[src/rtl/audio_feed_pkg.sv]
// Shared constants and types for the audio feed sample reader.
package audio_feed_pkg;

   localparam int ADDR_W     = 17;
   localparam int DATA_W     = 32;
   localparam int MEM_WORDS  = 80000;
   localparam int FIFO_DEPTH = 4;

   typedef enum logic [1:0] {
      ST_IDLE  = 2'd0,
      ST_FETCH = 2'd1,
      ST_DRAIN = 2'd2
   } reader_state_t;

   typedef struct packed {
      logic [15:0] left;
      logic [15:0] right;
   } stereo_sample_t;

   function automatic stereo_sample_t make_sample(input logic [15:0] left, input logic [15:0] right);
      stereo_sample_t s;
      s.left  = left;
      s.right = right;
      return s;
   endfunction

endpackage

[src/rtl/audio_feed_sample_fifo.sv]
// First-word-fall-through FIFO holding prefetched stereo words; flush empties it in one cycle.
module audio_feed_sample_fifo #(
   parameter int WIDTH = 32,
   parameter int DEPTH = 4
) (
   input  logic                       clk,
   input  logic                       reset_n,
   input  logic                       flush_i,
   input  logic                       push_i,
   input  logic                       pop_i,
   input  logic [WIDTH-1:0]           wdata_i,
   output logic [WIDTH-1:0]           rdata_o,
   output logic                       full_o,
   output logic                       empty_o,
   output logic [$clog2(DEPTH):0]     count_o
);
   import audio_feed_pkg::*;

   localparam int PTR_W = $clog2(DEPTH);
   localparam int CNT_W = PTR_W + 1;

   logic [WIDTH-1:0] mem_q [DEPTH];
   logic [PTR_W-1:0] wr_ptr_q;
   logic [PTR_W-1:0] rd_ptr_q;
   logic [CNT_W-1:0] count_q;
   logic             do_push_s;
   logic             do_pop_s;

   assign empty_o   = (count_q == {CNT_W{1'b0}});
   assign full_o    = (count_q == CNT_W'(DEPTH));
   assign count_o   = count_q;
   assign rdata_o   = mem_q[rd_ptr_q];
   assign do_pop_s  = pop_i && !empty_o;
   assign do_push_s = push_i && (!full_o || do_pop_s);

   // Storage array; contents are meaningless while empty so no reset is needed.
   always_ff @(posedge clk) begin
      if (do_push_s) begin
         mem_q[wr_ptr_q] <= wdata_i;
      end
   end

   // Pointers and occupancy; flush overrides any same-cycle push or pop.
   always_ff @(posedge clk or negedge reset_n) begin
      if (!reset_n) begin
         wr_ptr_q <= {PTR_W{1'b0}};
         rd_ptr_q <= {PTR_W{1'b0}};
         count_q  <= {CNT_W{1'b0}};
      end else if (flush_i) begin
         wr_ptr_q <= {PTR_W{1'b0}};
         rd_ptr_q <= {PTR_W{1'b0}};
         count_q  <= {CNT_W{1'b0}};
      end else begin
         if (do_push_s) begin
            wr_ptr_q <= wr_ptr_q + PTR_W'(1);
         end
         if (do_pop_s) begin
            rd_ptr_q <= rd_ptr_q + PTR_W'(1);
         end
         case ({do_push_s, do_pop_s})
            2'b10:   count_q <= count_q + CNT_W'(1);
            2'b01:   count_q <= count_q - CNT_W'(1);
            default: count_q <= count_q;
         endcase
      end
   end

   audio_feed_sample_fifo_chk u_chk (
      .clk     (clk),
      .reset_n (reset_n),
      .push_i  (push_i && !flush_i),
      .pop_i   (pop_i),
      .full_i  (full_o)
   );

endmodule

[src/rtl/audio_feed_sample_fifo_chk.sv]
// Property checks for the prefetch FIFO; carries no logic of its own.
module audio_feed_sample_fifo_chk (
   input logic clk,
   input logic reset_n,
   input logic push_i,
   input logic pop_i,
   input logic full_i
);

   // A push into a full FIFO is only legal when the head leaves in the same cycle.
   no_overflow_a: assert property (@(posedge clk) disable iff (!reset_n) (push_i && full_i) |-> pop_i);

endmodule

[src/rtl/audio_feed_sample_reader.sv]
// Streams stereo words from the sample memory to the codec serializer,
// prefetching under a credit limit so the 1-cycle read latency is hidden.
module audio_feed_sample_reader #(
   parameter int ADDR_W     = audio_feed_pkg::ADDR_W,
   parameter int DATA_W     = audio_feed_pkg::DATA_W,
   parameter int MEM_WORDS  = audio_feed_pkg::MEM_WORDS,
   parameter int FIFO_DEPTH = audio_feed_pkg::FIFO_DEPTH
) (
   input  logic              clk,
   input  logic              reset_n,
   input  logic              start,
   input  logic              stop,
   input  logic              loop_en,
   input  logic [ADDR_W-1:0] length,
   output logic              busy,
   output logic              done,
   output logic [ADDR_W-1:0] mem_address,
   output logic              mem_chipselect,
   output logic              mem_write,
   output logic [3:0]        mem_byteenable,
   output logic              mem_clken,
   input  logic [DATA_W-1:0] mem_readdata,
   output logic [DATA_W-1:0] src_data,
   output logic              src_valid,
   input  logic              src_ready
);
   import audio_feed_pkg::*;

   localparam int                CNT_W      = $clog2(FIFO_DEPTH) + 1;
   localparam logic [ADDR_W-1:0] MAX_LEN_C  = ADDR_W'(MEM_WORDS);
   localparam logic [ADDR_W-1:0] ADDR_ONE_C = ADDR_W'(1);
   localparam logic [CNT_W:0]    CREDIT_C   = (CNT_W + 1)'(FIFO_DEPTH);

   reader_state_t     state_q, state_d;
   logic [ADDR_W-1:0] addr_q, addr_d;
   logic [ADDR_W-1:0] len_q, len_d;
   logic              loop_q, loop_d;
   logic              inflight_q, inflight_d;
   logic              done_q, done_d;
   logic              busy_q, busy_d;

   logic              issue_s;
   logic              flush_s;
   logic              pop_s;
   logic              credit_ok_s;
   logic              last_addr_s;
   logic              fifo_full_s;
   logic              fifo_empty_s;
   logic [CNT_W-1:0]  fifo_count_s;

   // Words already buffered plus the read still in flight must leave room for one more.
   assign credit_ok_s = !fifo_full_s &&
                        (({1'b0, fifo_count_s} + {{CNT_W{1'b0}}, inflight_q}) < CREDIT_C);
   assign last_addr_s = (addr_q == (len_q - ADDR_ONE_C));
   assign pop_s       = src_valid && src_ready;

   assign src_valid      = !fifo_empty_s;
   assign busy           = busy_q;
   assign done           = done_q;
   assign mem_address    = addr_q;
   assign mem_chipselect = issue_s;
   assign mem_write      = 1'b0;
   assign mem_byteenable = 4'hF;
   assign mem_clken      = 1'b1;

   // Playback FSM: start/stop handling, read issue, address advance and completion.
   always_comb begin
      state_d    = state_q;
      addr_d     = addr_q;
      len_d      = len_q;
      loop_d     = loop_q;
      done_d     = 1'b0;
      issue_s    = 1'b0;
      flush_s    = 1'b0;
      case (state_q)
         ST_IDLE: begin
            if (start && !stop) begin
               len_d  = (length > MAX_LEN_C) ? MAX_LEN_C : length;
               loop_d = loop_en;
               addr_d = {ADDR_W{1'b0}};
               if (length == {ADDR_W{1'b0}}) begin
                  done_d = 1'b1;
               end else begin
                  state_d = ST_FETCH;
               end
            end else begin
               state_d = ST_IDLE;
            end
         end
         ST_FETCH: begin
            if (stop) begin
               state_d = ST_IDLE;
               flush_s = 1'b1;
               addr_d  = {ADDR_W{1'b0}};
            end else if (credit_ok_s) begin
               issue_s = 1'b1;
               if (last_addr_s) begin
                  addr_d  = {ADDR_W{1'b0}};
                  state_d = loop_q ? ST_FETCH : ST_DRAIN;
               end else begin
                  addr_d = addr_q + ADDR_ONE_C;
               end
            end else begin
               state_d = ST_FETCH;
            end
         end
         ST_DRAIN: begin
            if (stop) begin
               state_d = ST_IDLE;
               flush_s = 1'b1;
            end else if (!inflight_q && fifo_empty_s) begin
               state_d = ST_IDLE;
               done_d  = 1'b1;
            end else begin
               state_d = ST_DRAIN;
            end
         end
         default: begin
            state_d = ST_IDLE;
            flush_s = 1'b1;
            addr_d  = {ADDR_W{1'b0}};
         end
      endcase
      // Stop never issues, so no capture can land after the flush.
      inflight_d = issue_s;
      busy_d     = (state_d != ST_IDLE);
   end

   // State and control registers.
   always_ff @(posedge clk or negedge reset_n) begin
      if (!reset_n) begin
         state_q    <= ST_IDLE;
         addr_q     <= {ADDR_W{1'b0}};
         len_q      <= {ADDR_W{1'b0}};
         loop_q     <= 1'b0;
         inflight_q <= 1'b0;
         done_q     <= 1'b0;
         busy_q     <= 1'b0;
      end else begin
         state_q    <= state_d;
         addr_q     <= addr_d;
         len_q      <= len_d;
         loop_q     <= loop_d;
         inflight_q <= inflight_d;
         done_q     <= done_d;
         busy_q     <= busy_d;
      end
   end

   audio_feed_sample_fifo #(
      .WIDTH (DATA_W),
      .DEPTH (FIFO_DEPTH)
   ) u_fifo (
      .clk     (clk),
      .reset_n (reset_n),
      .flush_i (flush_s),
      .push_i  (inflight_q),
      .pop_i   (pop_s),
      .wdata_i (mem_readdata),
      .rdata_o (src_data),
      .full_o  (fifo_full_s),
      .empty_o (fifo_empty_s),
      .count_o (fifo_count_s)
   );

endmodule

[config.mk]
export PLATFORM = sky130hd
export DESIGN_NAME = audio_feed_sample_reader
export DESIGN_NICKNAME = d
export VERILOG_FILES = /design/src/rtl/audio_feed_pkg.sv /design/src/rtl/audio_feed_sample_fifo.sv /design/src/rtl/audio_feed_sample_fifo_chk.sv /design/src/rtl/audio_feed_sample_reader.sv
export SDC_FILE = /design/constraint.sdc
export NUM_CORES = 1
export LEC_CHECK = 0
export ABC_AREA = 1
export CAP_MARGIN = 0
export CORE_MARGIN = 1
export CORE_UTILIZATION = 55
export CTS_CLUSTER_DIAMETER = 150
export DETAILED_ROUTE_END_ITERATION = 16
export DONT_BUFFER_PORTS = 1
export PLACE_DENSITY = 0.7
export REMOVE_ABC_BUFFERS = 1
export SYNTH_ARGS = -nofsm -noshare
export SYNTH_HDL_FRONTEND = slang
export SYNTH_SLANG_ARGS = --single-unit
[constraint.sdc]
create_clock -name clk -period 3.8 [get_ports clk]
set_input_delay 0.95 -clock clk [delete_from_list [all_inputs] [get_ports clk]]
set_output_delay 0.95 -clock clk [all_outputs]
set_load 0.05 [all_outputs]
==> impl_metrics.env <==
export IMPL_antenna_violations_before_repair=0
export IMPL_groute_usage_overall_pct=24.2
export IMPL_worst_pin_slew_ps=691
export IMPL_grt_pass1_wl_mm=27.1
export IMPL_crit_arrival_ps=2290
export IMPL_route_vias_total=5759
export IMPL_netlist_area_sq_mm=0.00801
export IMPL_mostFrequentLayoutCells="sky130_fd_sc_hd__edfxtp_1 (128), sky130_fd_sc_hd__nor2_1 (116), sky130_fd_sc_hd__nand2_1 (103)"
export IMPL_final_common_cell="sky130_fd_sc_hd__edfxtp_1"
export IMPL_max_stage_delay_ps=510
export IMPL_final_hold_violation_count=0
export IMPL_pwr_share_comb_pct=39.2
export IMPL_relSlewSlack_pct=53.9
export IMPL_design_portCount=114
export IMPL_first_iter_violations=489
export IMPL_clock_tree_root_cell="sky130_fd_sc_hd__clkbuf_16"
export IMPL_synth_seq_area_share_pct=62.7
export IMPL_critical_path_endpoint_type="primary output"
export IMPL_synth_largest_type_area_fraction_pct=48.0
export IMPL_remaining_drc_errors=0
export IMPL_cp_cell_sequence="inv_2 -> buf_4 -> o21ai_0 -> o22ai_1 -> buf_4"
export IMPL_critical_path_top_delay_family="buffers and inverters"
export IMPL_cellInternalPower_mw=3.80
export IMPL_synth_distinct_cells=39
export IMPL_outcome="complete, no violations"
export IMPL_grt_start_max_net_pins=66
export IMPL_final_min_period_over_clock_period_pct=85.2
export IMPL_p_sw_mw=2.74
export IMPL_synthCells=781
export IMPL_postRouteWirelength_mm=17.2
export IMPL_setup_worst_path_start_class="register"
export IMPL_wl_per_cell_um=17.1
export IMPL_layout_drive_gt1_share_pct=12.1
export IMPL_vias_per_cell=5.71
export IMPL_critical_path_buf_inv_count=3
export IMPL_post_cts_setup_buffer_count=0
export IMPL_diodes=0
export IMPL_postCtsResizedCells=0
export IMPL_critical_path_class="reg2out"
export IMPL_ys_seq_elements=175
export IMPL_seq_power_share_pct=35.3
export IMPL_maxClockFrequency_mhz=309
export IMPL_cp_required_ps=2850
export IMPL_core_region_area_sq_mm=0.0140
export IMPL_critical_path_peak_fanout=42
export IMPL_placer_s_final_routability_congestion_estimate=0.918
export IMPL_worst_setup_hold_path_clk_slew_ps=70
export IMPL_die_area_sq_mm=0.0151
export IMPL_grt_overflow_total=0
export IMPL_p_per_area_mw_per_mm2=725
export IMPL_final_count_of_pins_violating_max_slew=0
export IMPL_max_cap_violations=0
export IMPL_max_vdd_ir_drop_v=0.000311
export IMPL_core_rowCount=43
export IMPL_number_of_global_route_vias_before_repair=5549
export IMPL_totalPowerFinal_mw=6.54
export IMPL_clock_power_share_pct=25.4
export IMPL_max_clock_path_buffers=2
export IMPL_syn_mean_instance_area_sq_um=10.3
export IMPL_initial_core_util_pct=57.0
export IMPL_cts_tree="built"
export IMPL_area_growth_pct=12.6
export IMPL_worstSkewPairLatency_ps=430
export IMPL_floorplan_die_height_um=123
export IMPL_clock_sinks=175
export IMPL_drtPass1Iterations=5
export IMPL_drt_antenna_violating_nets=0
export IMPL_setup_tns_final_ps=0
export IMPL_h_tree_depth=4
export IMPL_dominant_cell_type_by_area_after_synthesis="sky130_fd_sc_hd__edfxtp_1"
export IMPL_holdCritPathClass="in2async"
export IMPL_hpwlAfterDp_mm=11.5
export IMPL_crit_top_cell="sky130_fd_sc_hd__buf_4"
export IMPL_power_leakage_nw=3.52
export IMPL_p_sw_share_pct=42.0
export IMPL_cts_inserted_buffers=17
export IMPL_synth_warning_count=0
export IMPL_ys_top_cells_by_area="sky130_fd_sc_hd__edfxtp_1 (48%), sky130_fd_sc_hd__dfrtp_1 (15%), sky130_fd_sc_hd__o21ai_0 (5.9%)"
export IMPL_chipWidth_um=123
export IMPL_timing_final_crit_period_ps=3240
export IMPL_number_of_port_buffers=0
export IMPL_fin_nets=882
export IMPL_crit_path_slowest_cell="sky130_fd_sc_hd__inv_2"
export IMPL_final_setup_vio_count=0
export IMPL_fin_worst_skew_ps=7.11
export IMPL_unrepaired_setup_endpoints_after_global_routing="no"
export IMPL_cts_hold_buffers_added=0
[final cells by class]
cell class              instances  area (sq um)
fillers                      1115          5020
flip-flops and latches        175          5020
multi-input cells             508          2620
clock buffers                  18           429
repair buffers                 44           330
inverters                      70           263
well taps                     180           225
clock inverters                14           133
[worst paths after layout]
kind	start	to	slack, ps	cells past startpoint
max	u_fifo.rd_ptr_q[0]	src_data[15]	560	5
min in group clk	loop_q	loop_q	480	2
max reg2reg	mem_address[0]	mem_address[16]	1170	14
min reg2reg	loop_q	loop_q	480	2
min	reset_n	mem_address[12]	210	0
max in group asynchronous	reset_n	u_fifo.rd_ptr_q[0]	3480	0
[power by group through the flow]
stage	clock [mW]	sequential (mW)	combinational (mW)
global placement	0	2.35	2.52
global route	1.76	2.33	2.78
CTS	1.68	2.31	2.58
finish	1.66	2.31	2.57
floorplan	0	2.40	1.76
detailed placement	0	2.35	2.58
[cells by family (layout without fill, tap and decap cells)]
logic type	Yosys count	in the layout	share of synthesized area, %
adder cells (fa/ha/maj)	11	11	1.81
XOR/XNOR	23	23	2.51
buffers and inverters	102	146	5.20
flip-flops	175	175	62.7
other	2	6	0.0938
AO/OA/AOI/OAI	159	159	11.0
AND/OR/NAND/NOR	309	309	16.7
[state kept, by name, indices dropped and copies added, names as in the netlist]
register and flops:
u_fifo.count_o 3, u_fifo.wr_ptr_q 2, loop_q 1, inflight_q 1, state_q 2, mem_address 17
done 1, u_fifo.mem_q 128, len_q 17, busy 1, u_fifo.rd_ptr_q 2
[Yosys cell counts]
master                      number
sky130_fd_sc_hd__o21ai_1         2
sky130_fd_sc_hd__xor2_1         15
sky130_fd_sc_hd__o22ai_1        39
sky130_fd_sc_hd__buf_6           1
sky130_fd_sc_hd__nand4_1         5
sky130_fd_sc_hd__o31ai_1         1
sky130_fd_sc_hd__a22oi_1         1
sky130_fd_sc_hd__nand2_4         1
sky130_fd_sc_hd__nor3_1          5
sky130_fd_sc_hd__nor2_8          1
sky130_fd_sc_hd__nand2_1       103
sky130_fd_sc_hd__nor2_4          2
sky130_fd_sc_hd__conb_1          2
sky130_fd_sc_hd__a211oi_1        1
sky130_fd_sc_hd__fa_1            1
sky130_fd_sc_hd__buf_4           7
sky130_fd_sc_hd__inv_2           1
sky130_fd_sc_hd__a31oi_1         2
sky130_fd_sc_hd__o211ai_1        1
sky130_fd_sc_hd__ha_1           10
sky130_fd_sc_hd__xnor2_1         8
sky130_fd_sc_hd__inv_1          69
sky130_fd_sc_hd__edfxtp_1      128
sky130_fd_sc_hd__a22o_1          2
sky130_fd_sc_hd__dfrtp_1        47
sky130_fd_sc_hd__nand3b_1        3
sky130_fd_sc_hd__nor2_2          7
sky130_fd_sc_hd__nand2_2         6
sky130_fd_sc_hd__and2_1          1
sky130_fd_sc_hd__nor2_1        120
sky130_fd_sc_hd__a21oi_1        10
sky130_fd_sc_hd__clkbuf_1       24
sky130_fd_sc_hd__nor4_1          2
sky130_fd_sc_hd__or2_2           1
sky130_fd_sc_hd__o21ai_0        95
sky130_fd_sc_hd__o21ai_2         1
sky130_fd_sc_hd__a2bb2oi_1       3
sky130_fd_sc_hd__nand3_1        52
sky130_fd_sc_hd__a21oi_2         1
[layer usage]
layer	GRT usage (%)	vias to the layer above	wire [um]
met4	11.1	0	387
met1	29.6	2786	7100
met5	0	-	0
met2	39.9	186	8450
met3	6.46	30	1300
li1	-	2757	-
[stage by stage]
step | worst slack (ps) | utilization (%) | instances | hold slack, ps | instance area, sq um
2_1_floorplan | 1.79 | - | 753 | 443 | 7870
3_3_place_gp | 1110 | 60.2 | 977 | 459 | 8460
3_5_place_dp | 986 | 60.2 | 977 | 477 | 8460
4_1_cts | 541 | 64.2 | 1009 | 197 | 9020
5_1_grt | 449 | 64.2 | 1009 | 194 | 9020
6_report | 562 | 64.2 | 1009 | 211 | 9020
Power figures use the tool's default switching activity.
